==> src/rtl/gb_fb_pkg.sv <==
// Shared constants and types for the GameBoy LCD framebuffer write path.
package gb_fb_pkg;

  localparam int GB_H           = 160;
  localparam int GB_V           = 144;
  localparam int GB_FRAME_WORDS = GB_H * GB_V;

  // IDLE: waiting for frame_start, FILL: accepting pixels,
  // DONE: frame complete and waiting for vblank, OFF: LCD disabled.
  typedef enum logic [1:0] {
    IDLE = 2'd0,
    FILL = 2'd1,
    DONE = 2'd2,
    OFF  = 2'd3
  } fb_state_t;

  typedef logic [1:0] shade_t;

endpackage

==> src/rtl/gb_fb_addr_gen.sv <==
// Pixel position tracker for the framebuffer writer.
// Keeps x/y and a running linear address (bank base + y*H + x) that only
// ever increments, so no multiplier is needed. i_clear restarts at (0,0) of
// bank i_bank; when i_clear and i_inc are both high the pixel consumed this
// cycle is (0,0) of the new frame. o_addr / o_last describe the pixel that
// would be consumed this cycle.
import gb_fb_pkg::*;

module gb_fb_addr_gen #(
  parameter int H_PIXELS = GB_H,
  parameter int V_LINES  = GB_V,
  parameter int ADDR_W   = 16
) (
  input  logic              clk,
  input  logic              reset,
  input  logic              i_clear,
  input  logic              i_bank,
  input  logic              i_inc,
  output logic [ADDR_W-1:0] o_addr,
  output logic              o_last
);

  localparam int X_W = (H_PIXELS > 1) ? $clog2(H_PIXELS) : 1;
  localparam int Y_W = (V_LINES > 1) ? $clog2(V_LINES) : 1;
  localparam logic [X_W-1:0]    X_MAX      = X_W'(H_PIXELS - 1);
  localparam logic [Y_W-1:0]    Y_MAX      = Y_W'(V_LINES - 1);
  localparam logic [ADDR_W-1:0] BANK1_BASE = ADDR_W'(H_PIXELS * V_LINES);

  logic [X_W-1:0]    r_x;
  logic [Y_W-1:0]    r_y;
  logic [ADDR_W-1:0] r_addr;

  logic [X_W-1:0]    w_cur_x;
  logic [Y_W-1:0]    w_cur_y;
  logic [ADDR_W-1:0] w_cur_addr;

  // Position of the pixel that would be written this cycle.
  always_comb begin
    w_cur_x    = r_x;
    w_cur_y    = r_y;
    w_cur_addr = r_addr;
    if (i_clear) begin
      w_cur_x    = '0;
      w_cur_y    = '0;
      w_cur_addr = i_bank ? BANK1_BASE : '0;
    end
  end

  assign o_addr = w_cur_addr;
  assign o_last = (w_cur_x == X_MAX) && (w_cur_y == Y_MAX);

  // Advance past the consumed pixel, or just latch the restart position.
  always_ff @(posedge clk) begin
    if (reset) begin
      r_x    <= '0;
      r_y    <= '0;
      r_addr <= '0;
    end else if (i_inc) begin
      if (w_cur_x == X_MAX) begin
        r_x <= '0;
        r_y <= (w_cur_y == Y_MAX) ? '0 : w_cur_y + Y_W'(1);
      end else begin
        r_x <= w_cur_x + X_W'(1);
        r_y <= w_cur_y;
      end
      r_addr <= w_cur_addr + ADDR_W'(1);
    end else if (i_clear) begin
      r_x    <= w_cur_x;
      r_y    <= w_cur_y;
      r_addr <= w_cur_addr;
    end
  end

endmodule

==> src/rtl/gb_fb_write_ctrl.sv <==
// GameBoy LCD framebuffer write controller.
// Pixels from the PPU are written into the back bank of a two-bank RAM; the
// display bank flips to a completed frame only while the VGA reader is in
// vblank, so the reader never sees a half-written frame.
// Handshake: PX_VALID has no back-pressure. Every cycle PX_VALID is high the
// pixel on LD is consumed, and the matching write appears on wr_en/wr_addr/
// wr_data exactly one cycle later; wr_en is high for one cycle per pixel.
import gb_fb_pkg::*;

module gb_fb_write_ctrl #(
  parameter int H_PIXELS = GB_H,
  parameter int V_LINES  = GB_V,
  parameter int ADDR_W   = 16,
  parameter int CNT_W    = 8
) (
  input  logic              clk,
  input  logic              reset,
  input  logic              PX_VALID,
  input  logic [1:0]        LD,
  input  logic              frame_start,
  input  logic              lcd_on,
  input  logic              rd_vblank,
  output logic              wr_en,
  output logic [ADDR_W-1:0] wr_addr,
  output logic [1:0]        wr_data,
  output logic              disp_bank,
  output logic              blank_out,
  output logic [CNT_W-1:0]  frame_cnt,
  output logic [CNT_W-1:0]  drop_cnt,
  output logic              resync_err,
  output logic              ovf_err,
  output fb_state_t         dbg_state
);

  fb_state_t r_state;
  fb_state_t w_next_state;

  logic              r_wr_en;
  logic [ADDR_W-1:0] r_wr_addr;
  shade_t            r_wr_data;
  logic              r_disp_bank;
  logic              r_blank;
  logic [CNT_W-1:0]  r_frame_cnt;
  logic [CNT_W-1:0]  r_drop_cnt;
  logic              r_resync_err;
  logic              r_ovf_err;
  logic              r_done_seen;

  logic              w_write;
  logic              w_clear;
  logic              w_bank;
  logic              w_swap;
  logic              w_drop;
  logic              w_resync;
  logic              w_ovf;
  logic [ADDR_W-1:0] w_addr;
  logic              w_last;

  gb_fb_addr_gen #(
    .H_PIXELS (H_PIXELS),
    .V_LINES  (V_LINES),
    .ADDR_W   (ADDR_W)
  ) u_addr_gen (
    .clk     (clk),
    .reset   (reset),
    .i_clear (w_clear),
    .i_bank  (w_bank),
    .i_inc   (w_write),
    .o_addr  (w_addr),
    .o_last  (w_last)
  );

  // State register.
  always_ff @(posedge clk) begin
    if (reset) r_state <= IDLE;
    else       r_state <= w_next_state;
  end

  // Next state and per-cycle actions; LCD-off overrides everything.
  always_comb begin
    w_next_state = r_state;
    w_write      = 1'b0;
    w_clear      = 1'b0;
    w_bank       = ~r_disp_bank;
    w_swap       = 1'b0;
    w_drop       = 1'b0;
    w_resync     = 1'b0;
    w_ovf        = 1'b0;
    if (!lcd_on) begin
      w_next_state = OFF;
    end else begin
      case (r_state)
        OFF: w_next_state = IDLE;
        IDLE: begin
          if (frame_start) begin
            w_clear      = 1'b1;
            w_write      = PX_VALID;
            w_next_state = FILL;
          end else if (PX_VALID && r_done_seen) begin
            w_ovf = 1'b1;
          end
        end
        FILL: begin
          if (frame_start) begin
            // Restart the same back bank; the partial frame is abandoned.
            w_resync = 1'b1;
            w_clear  = 1'b1;
            w_write  = PX_VALID;
          end else if (PX_VALID) begin
            w_write = 1'b1;
            if (w_last) w_next_state = DONE;
          end
        end
        DONE: begin
          w_swap = rd_vblank;
          // After a swap the new back bank is the old display bank.
          if (rd_vblank) w_bank = r_disp_bank;
          if (frame_start) begin
            w_drop       = ~rd_vblank;
            w_clear      = 1'b1;
            w_write      = PX_VALID;
            w_next_state = FILL;
          end else begin
            w_ovf = PX_VALID;
            if (rd_vblank) w_next_state = IDLE;
          end
        end
        default: w_next_state = IDLE;
      endcase
    end
  end

  // Write port, bank swap, counters and sticky error flags.
  always_ff @(posedge clk) begin
    if (reset) begin
      r_wr_en      <= 1'b0;
      r_wr_addr    <= '0;
      r_wr_data    <= '0;
      r_disp_bank  <= 1'b0;
      r_blank      <= 1'b1;
      r_frame_cnt  <= '0;
      r_drop_cnt   <= '0;
      r_resync_err <= 1'b0;
      r_ovf_err    <= 1'b0;
      r_done_seen  <= 1'b0;
    end else begin
      r_wr_en <= w_write;
      if (w_write) begin
        r_wr_addr <= w_addr;
        r_wr_data <= LD;
      end
      if (w_swap) begin
        r_disp_bank <= ~r_disp_bank;
        r_frame_cnt <= r_frame_cnt + CNT_W'(1);
      end
      if (!lcd_on)     r_blank <= 1'b1;
      else if (w_swap) r_blank <= 1'b0;
      if (w_drop && (r_drop_cnt != {CNT_W{1'b1}})) r_drop_cnt <= r_drop_cnt + CNT_W'(1);
      if (w_resync) r_resync_err <= 1'b1;
      if (w_ovf)    r_ovf_err    <= 1'b1;
      if ((r_state == FILL) && (w_next_state == DONE)) r_done_seen <= 1'b1;
    end
  end

  assign wr_en      = r_wr_en;
  assign wr_addr    = r_wr_addr;
  assign wr_data    = r_wr_data;
  assign disp_bank  = r_disp_bank;
  assign blank_out  = r_blank;
  assign frame_cnt  = r_frame_cnt;
  assign drop_cnt   = r_drop_cnt;
  assign resync_err = r_resync_err;
  assign ovf_err    = r_ovf_err;
  assign dbg_state  = r_state;

endmodule
==> config.mk <==
export PLATFORM = sky130hd
export DESIGN_NAME = gb_fb_write_ctrl
export DESIGN_NICKNAME = d
export VERILOG_FILES = /design/src/rtl/gb_fb_pkg.sv /design/src/rtl/gb_fb_addr_gen.sv /design/src/rtl/gb_fb_write_ctrl.sv
export SDC_FILE = /design/constraint.sdc
export NUM_CORES = 1
export LEC_CHECK = 0
export ABC_AREA = 1
export CORE_UTILIZATION = 44
export DETAILED_ROUTE_END_ITERATION = 8
export PLACE_DENSITY = 0.66
export SYNTH_ARGS = -nofsm -noshare
export SYNTH_HDL_FRONTEND = slang
export SYNTH_SLANG_ARGS = --single-unit
==> constraint.sdc <==
create_clock -name clk -period 5.08 [get_ports clk]
set_input_delay 1.016 -clock clk [delete_from_list [all_inputs] [get_ports clk]]
set_output_delay 1.016 -clock clk [all_outputs]
set_load 0.03 [all_outputs]
==> summary.txt, run 1 <==
Setup path
  • WP data arrival: 3.59 ns
  • Setup crit start: lcd_on
  • RR Startpoint: dbg_state[0]$_SDFF_PP0_
  • WP data required: around 5.4 ns
  • Reg2reg setup slack: about 2.6 ns
  • Crit path kind: in -> reg
  • CP endpoint kind: register
  • Crit start category: primary input
  • Cells on worst reg2reg path: 15
  • Worst reg2reg endpoint: u_addr_gen.r_y[4]$_SDFFE_PP0P_
  • Worst Setup EP: u_addr_gen.r_x[5]$_SDFFE_PP0P_
  • CP Max Fanout: 25

Place
  • PortBufs: 48
  • Hpwl dp: 5540 µm
  • Area of placed instances: 0.00420 mm²
  • Routability cong.: 0.794

Timing
  • Setup tns final: 0 ns
  • RSZ-0062 raised after global routing: no
  • Slew @ Worst Pin: roughly 0.9 ns
  • Final hold vios: 0
  • Slew headroom: 0.385
  • Crit share post-route: 0.654
  • Pins Over Slew Limit: 0
  • # setup viols final: 0
  • Fmax: 301 MHz
  • Clock skew: 0.0107 ns
  • Final hold slack: around 0.45 ns
  • Fin crit period: 3.32 ns

Final layout
  • Area Growth Syn to Fin: 20.8%
  • Design area: around 0.0044 mm²
  • Antenna Cells: 0
  • Fraction of layout cells with a size suffix above 1: 0.0901
  • Layout Utilization: 0.559
  • Layout Nets: ~560

Clock network
  • Setup bufs post-CTS: 0
  • Root Driver: clkbuf_8
  • Clock sink count: 74
  • Clk pin slew, worst setup/hold paths: 0.08 ns
  • Max H-tree Level: 3
  • Clock latency on the worst-skew pair: 0.34 ns
  • CTS max path bufs: 2
  • CTS tree: done
  • Total CTS buffers: 9
  • Post-CTS Resized: 0
  • Hold buffer count at cts: 0

Floorplanning
  • Core ar.: 0.00789 mm²
  • Die Footprint: 0.00866 mm²
  • Die Y: 93.1 µm
  • Die X: 93.1 µm
  • Initial Utilization: 0.463
  • Num ports: between 40 and 50
  • Rows: 32

Logic synthesis
  • Syn avg cell area: a little over 7 µm²
  • Syn nets: between 500 and 600
  • Post-synth cell types: 43
  • Main synth FF type: dfxtp_1
  • Synth Cell Area: 0.00365 mm²
  • Number of flops mapped to enable cells by yosys: 0
  • YS warnings: 0
  • Register area share after synthesis: 0.406
  • Largest cells by area after synthesis: dfxtp_1, nand2_1, a21oi_1, inv_1, nor2_1
  • Synthesized flop and latch total: 74
  • Synth Instances: 505
  • Synth area leader: dfxtp_1
  • Synth top area share: 0.406
  • FFs w/ async S/R, synth: 0

Outcome
  • Status: complete, no violations

Routing
  • Vias: roughly 3,300
  • Overall routed net length: 8250 µm
  • Vias per inst: 5.09
  • Iteration-0 DRC Markers: around 140
  • Post-route ant nets: 0
  • WL/cell: 12.6 µm
  • DR pass1 iterations: 6
  • DRC: 0

Global routing
  • First-pass GRT wire length: 13,600 µm
  • Largest net degree at the start of global routing: 33
  • Initial antenna violation count: 0
  • Vias in the first global route: 2,961
  • Global route overflow: 0
  • GRT Total Usage: 0.196

Power and ir drop
  • Design Power: 1.22 mW
  • Static Leakage: around 1.7 nW
  • Power per cell area: about 280 mW/mm²
  • Peak supply drop: around 0.21 mV

Run
  • Max_cap viols: 0

Min path
  • Hold path startpoint: ovf_err$_SDFFE_PP0P_
  • Hold Path Class: reg -> reg
-- report_power, final --
group	switching, mW	leakage, nW	internal, mW
combinational	0.0800	0.959	0.0404
sequential	0.0103	0.600	0.593
clock	0.218	0.107	0.276
-- cells in the mapped netlist, types with 5 or more instances --
cell type,n
nand4_1,9
nand2_1,94
o21ai_0,35
a21oi_1,50
inv_1,60
nor2_1,55
clkbuf_1,6
nand3_1,32
dfxtp_1,74
nor3_1,12
buf_2,7
ha_1,5
nor2_2,8
-- layout by cell type (no fill, tap or decap), types with 2 or more instances in the layout --
| master | netlist | routed |
|---|---|---|
| a211oi_1 | 2 | 2 |
| clkbuf_8 | 0 | 9 |
| nand2_1 | 94 | 94 |
| xor2_1 | 4 | 4 |
| inv_2 | 4 | 4 |
| nor2_2 | 8 | 8 |
| a21oi_1 | 50 | 50 |
| nand4_1 | 9 | 9 |
| nand3_1 | 32 | 32 |
| nor3_2 | 3 | 2 |
| nor2_8 | 3 | 3 |
| clkdlybuf4s50_1 | 0 | 48 |
| buf_4 | 2 | 3 |
| o31ai_1 | 2 | 2 |
| o21bai_1 | 3 | 3 |
| nor3_1 | 12 | 12 |
| nor2_1 | 55 | 55 |
| nor4_1 | 3 | 3 |
| nand3b_1 | 2 | 2 |
| inv_1 | 60 | 60 |
| clkinv_2 | 0 | 2 |
| ha_1 | 5 | 5 |
| nor2_4 | 3 | 3 |
| nand2_4 | 4 | 4 |
| dfxtp_1 | 74 | 74 |
| o21ai_0 | 35 | 35 |
| clkbuf_1 | 6 | 2 |
| o21ai_1 | 2 | 2 |
| nand2_2 | 2 | 2 |
| o211ai_1 | 2 | 2 |
| nand3_2 | 2 | 2 |
| bufinv_16 | 0 | 2 |
| nor3b_1 | 2 | 2 |
-- sequential cells by signal (all words and copies together) (netlist names), 2 cells and up --
name / cells
drop_cnt: 8
dbg_state: 2
wr_data: 2
u_addr_gen.r_addr: 16
u_addr_gen.r_y: 8
u_addr_gen.r_x: 8
frame_cnt: 8
wr_addr: 16
-- critical path: stages --
cell and delay (ns):
clkdlybuf4s50_1 0.70, nand2_1 0.18, nor3_4 0.79, buf_4 0.34, nand2_1 0.12, nor3_1 0.20
a31oi_1 0.06, nor3_1 0.15
-- routing by layer --
metal | vias up | track usage | wire length (µm)
met1 | 1554 | 0.253 | 4040
li1 | 1746 | - | -
met5 | - | 0 | 0
met4 | 0 | 0.0500 | 30
met3 | 2 | 0.0504 | 232
met2 | 42 | 0.325 | 3950
-- final cells by class --
type / count / area (µm²)
Inverter: 65 / 246
Timing Repair Buffer: 51 / 503
Clock inverter: 5 / 78.8
Sequential cell: 74 / 1480
Clock buffer: 11 / 131
Tap cell: 102 / 128
Fill cell: 741 / 3480
Multi-Input combinational cell: 349 / 1840
-- cells by family (layout without fill, tap and decap cells) --
kind of cell / after synthesis / after routing / share of synthesized area
AND/OR/NAND/NOR: 238 / 238 / 0.326
AO/OA/AOI/OAI: 101 / 101 / 0.148
buffers and inverters: 82 / 132 / 0.0915
flip-flops: 74 / 74 / 0.406
adder cells (fa/ha/maj): 5 / 5 / 0.0171
XOR/XNOR: 5 / 5 / 0.0120
-- how the worst min path moves through the flow --
stage	end	cells past startpoint
floorplan	r_done_seen$_SDFFE_PP0P_	2
global placement	ovf_err$_SDFFE_PP0P_	2
detailed placement	ovf_err$_SDFFE_PP0P_	2
CTS	ovf_err$_SDFFE_PP0P_	2
global route	ovf_err$_SDFFE_PP0P_	2
finish	ovf_err$_SDFFE_PP0P_	2
-- metrics by stage --
stage,cells,setup slack [ns]
after floorplan,505,2.15
after global placement,641,1.52
after detailed placement,641,1.41
after CTS,657,1.73
after global routing,657,1.51
final,657,1.76
Power figures use the tool's default switching activity.
==> inputs of run 2 (changes only) <==
clock period = 3.4 ns   (was 5.08 ns; I/O delays follow)
==> run 2 against run 1 <==
Against the previous run:
- register-to-register slack lost 1.7 ns
- flip-flop and latch count is the same
- via count grew 0.36%
- non-clock buffer count grew 4
- setup slack lost 1.0 ns
- global-route usage grew 0.83 points
- clock power grew 38%
- sequential share of layout area shrank 0.11 points
- power grew 45%
- clock skew shrank 0.00061 ns
- first-iteration DRC count grew 30%
- largest cell class unchanged
==> summary.txt, run 2 (same netlist as run 1, synthesis figures left out) <==
Final layout
  • Layout Nets: 567 (+0.71%)
  • Antenna Cells: 0 (unchanged)
  • Area Growth Syn to Fin: 21.2%
  • Commonest non-fill, non-tap cell in the layout: nand2_1
  • Fraction of layout cells with a size suffix above 1: 0.0984 (+0.00830)
  • Most frequent cells in the layout: nand2_1, dfxtp_1, inv_1

Timing
  • Crit share post-route: 0.787
  • Final hold vios: 0 (unchanged)
  • RSZ-0062 raised after global routing: no
  • Setup tns final: 0 ns (unchanged)
  • Slew @ Worst Pin: 0.621 ns (-0.298 ns)
  • Fin crit period: 2.67 ns
  • # setup viols final: 0 (unchanged)
  • Slew headroom: 0.584 (+0.199)
  • Pins Over Slew Limit: 0 (unchanged)
  • Fmax: 374 MHz
  • Clock skew: 0.0100 ns (-0.000614 ns)

Power and ir drop
  • Logic pwr share: 0.105 (+0.006)
  • Int Power: 1.31 mW (+44%)
  • Static Leakage: 1.68 nW (+0.88%)
  • Clock share of power: 0.386 (-0.020)
  • Design Power: 1.77 mW (+45%)
  • Power per cell area: 400 mW/mm² (+45%)
  • Sequential group share of total power: 0.510 (+0.015)
  • NetSw: 0.462 mW (+50%)
  • Switching Fraction: 0.261 (+0.00807)
  • Peak supply drop: 0.235 mV (+10%)

Place
  • Hpwl dp: 5770 µm (+4.1%)
  • Routability cong.: 0.814 (+2.5%)
  • PortBufs: 48 (unchanged)

Min path
  • Hold path startpoint: ovf_err$_SDFFE_PP0P_
  • Hold Path Class: reg -> reg

Clock network
  • CTS tree: done
  • Max H-tree Level: 3 (unchanged)
  • Clock latency on the worst-skew pair: 0.35 ns (about the same)
  • Clk pin slew, worst setup/hold paths: 0.07 ns (about the same)
  • Hold buffer count at cts: 0 (unchanged)
  • CTS max path bufs: 2 (unchanged)
  • Clock sink count: 74 (unchanged)
  • Post-CTS Resized: 0 (unchanged)
  • Root Driver: clkbuf_8
  • Total CTS buffers: 9 (unchanged)
  • Setup bufs post-CTS: 0 (unchanged)

Routing
  • Post-route ant nets: 0 (unchanged)
  • Iteration-0 DRC Markers: 178 (+30%)
  • WL/cell: 12.7 µm (+0.80%)
  • DR pass1 iterations: 5 (-1)
  • Vias per inst: 5.08 (-0.25%)
  • Overall routed net length: 8370 µm (+1.4%)
  • DRC: 0 (unchanged)
  • Vias: 3,356 (+0.36%)

Floorplanning
  • Num ports: 49 (unchanged)
  • Core ar.: 0.00789 mm² (unchanged)
  • Die Footprint: 0.00866 mm² (unchanged)
  • Rows: 32 (unchanged)
  • Die X: 93.1 µm (unchanged)
  • Die Y: 93.1 µm (unchanged)
  • Initial Utilization: 0.463 (unchanged)

Setup path
  • Crit path kind: in -> reg
  • CP endpoint kind: register
  • WP data required: 3.68 ns (-1.67 ns)
  • Setup crit start: frame_start
  • RR Startpoint: dbg_state[1]$_SDFF_PP0_
  • WP data arrival: 2.96 ns (-0.63 ns)
  • Crit start category: primary input
  • CP Max Fanout: 18 (-28%)

Global routing
  • Initial antenna violation count: 0 (unchanged)
  • Global route overflow: 0 (unchanged)
  • GRT Total Usage: 0.204 (+0.00830)
  • First-pass GRT wire length: 14,100 µm (+3.5%)
  • Vias in the first global route: 3,125 (+5.5%)
  • Largest net degree at the start of global routing: 42 (+27%)

Run
  • Max_cap viols: 0 (unchanged)

Outcome
  • Status: complete, no violations
run 2: power groups by stage:
stage	logic (mW)	registers, mW	clock network [mW]
floorplan	0.0924	0.947	0
global placement	0.184	0.921	0
detailed placement	0.185	0.921	0
CTS	0.186	0.901	0.700
global route	0.202	0.904	0.738
finish	0.185	0.901	0.683
run 2: worst max-delay path, cell delays in order:
cell             delay (ns)
clkdlybuf4s50_1        0.47
nand2_2                0.18
nor2_8                 0.11
nor2_1                 0.18
ha_1                   0.26
nand2_1                0.07
inv_1                  0.05
nand2_1                0.04
nor2_1                 0.20
nand2_4                0.11
nor2_8                 0.15
inv_2                  0.08
nor3_2                 0.17
nand2_1                0.08
a21oi_1                0.12
run 2: path summary, 6_finish.rpt:
check,slack [ns],to,cells past startpoint
max,0.73,u_addr_gen.r_y[4]$_SDFFE_PP0P_,15
min,0.45,ovf_err$_SDFFE_PP0P_,2
max reg2reg,0.94,u_addr_gen.r_y[4]$_SDFFE_PP0P_,15
min reg2reg,0.45,ovf_err$_SDFFE_PP0P_,2
run 2: through the flow:
stage | util | hold WS [ns] | setup WS [ns] | cells | instance area [µm²]
after CTS | 0.561 | 0.451 | 0.708 | 661 | 4420
after floorplan | - | 0.427 | 0.806 | 505 | 3650
after global routing | 0.561 | 0.461 | 0.466 | 661 | 4420
after global placement | 0.536 | 0.439 | 0.462 | 645 | 4230
after detailed placement | 0.536 | 0.440 | 0.360 | 645 | 4230
final | 0.561 | 0.448 | 0.725 | 661 | 4420
run 2: final cells by class:
class	count	area, µm²
clock inverters	5	53.8
repair buffers	55	533
well taps	102	128
flip-flops and latches	74	1480
multi-input cells	349	1840
inverters	65	246
clock buffers	11	141
fillers	713	3460
run 2: layer usage:
layer / routed length (µm) / GRT usage / vias up
met3: 254 / 0.0325 / 14
met2: 3920 / 0.331 / 52
met4: 149 / 0.0936 / 0
met1: 4050 / 0.266 / 1536
met5: 0 / 0 / -
li1: - / - / 1754
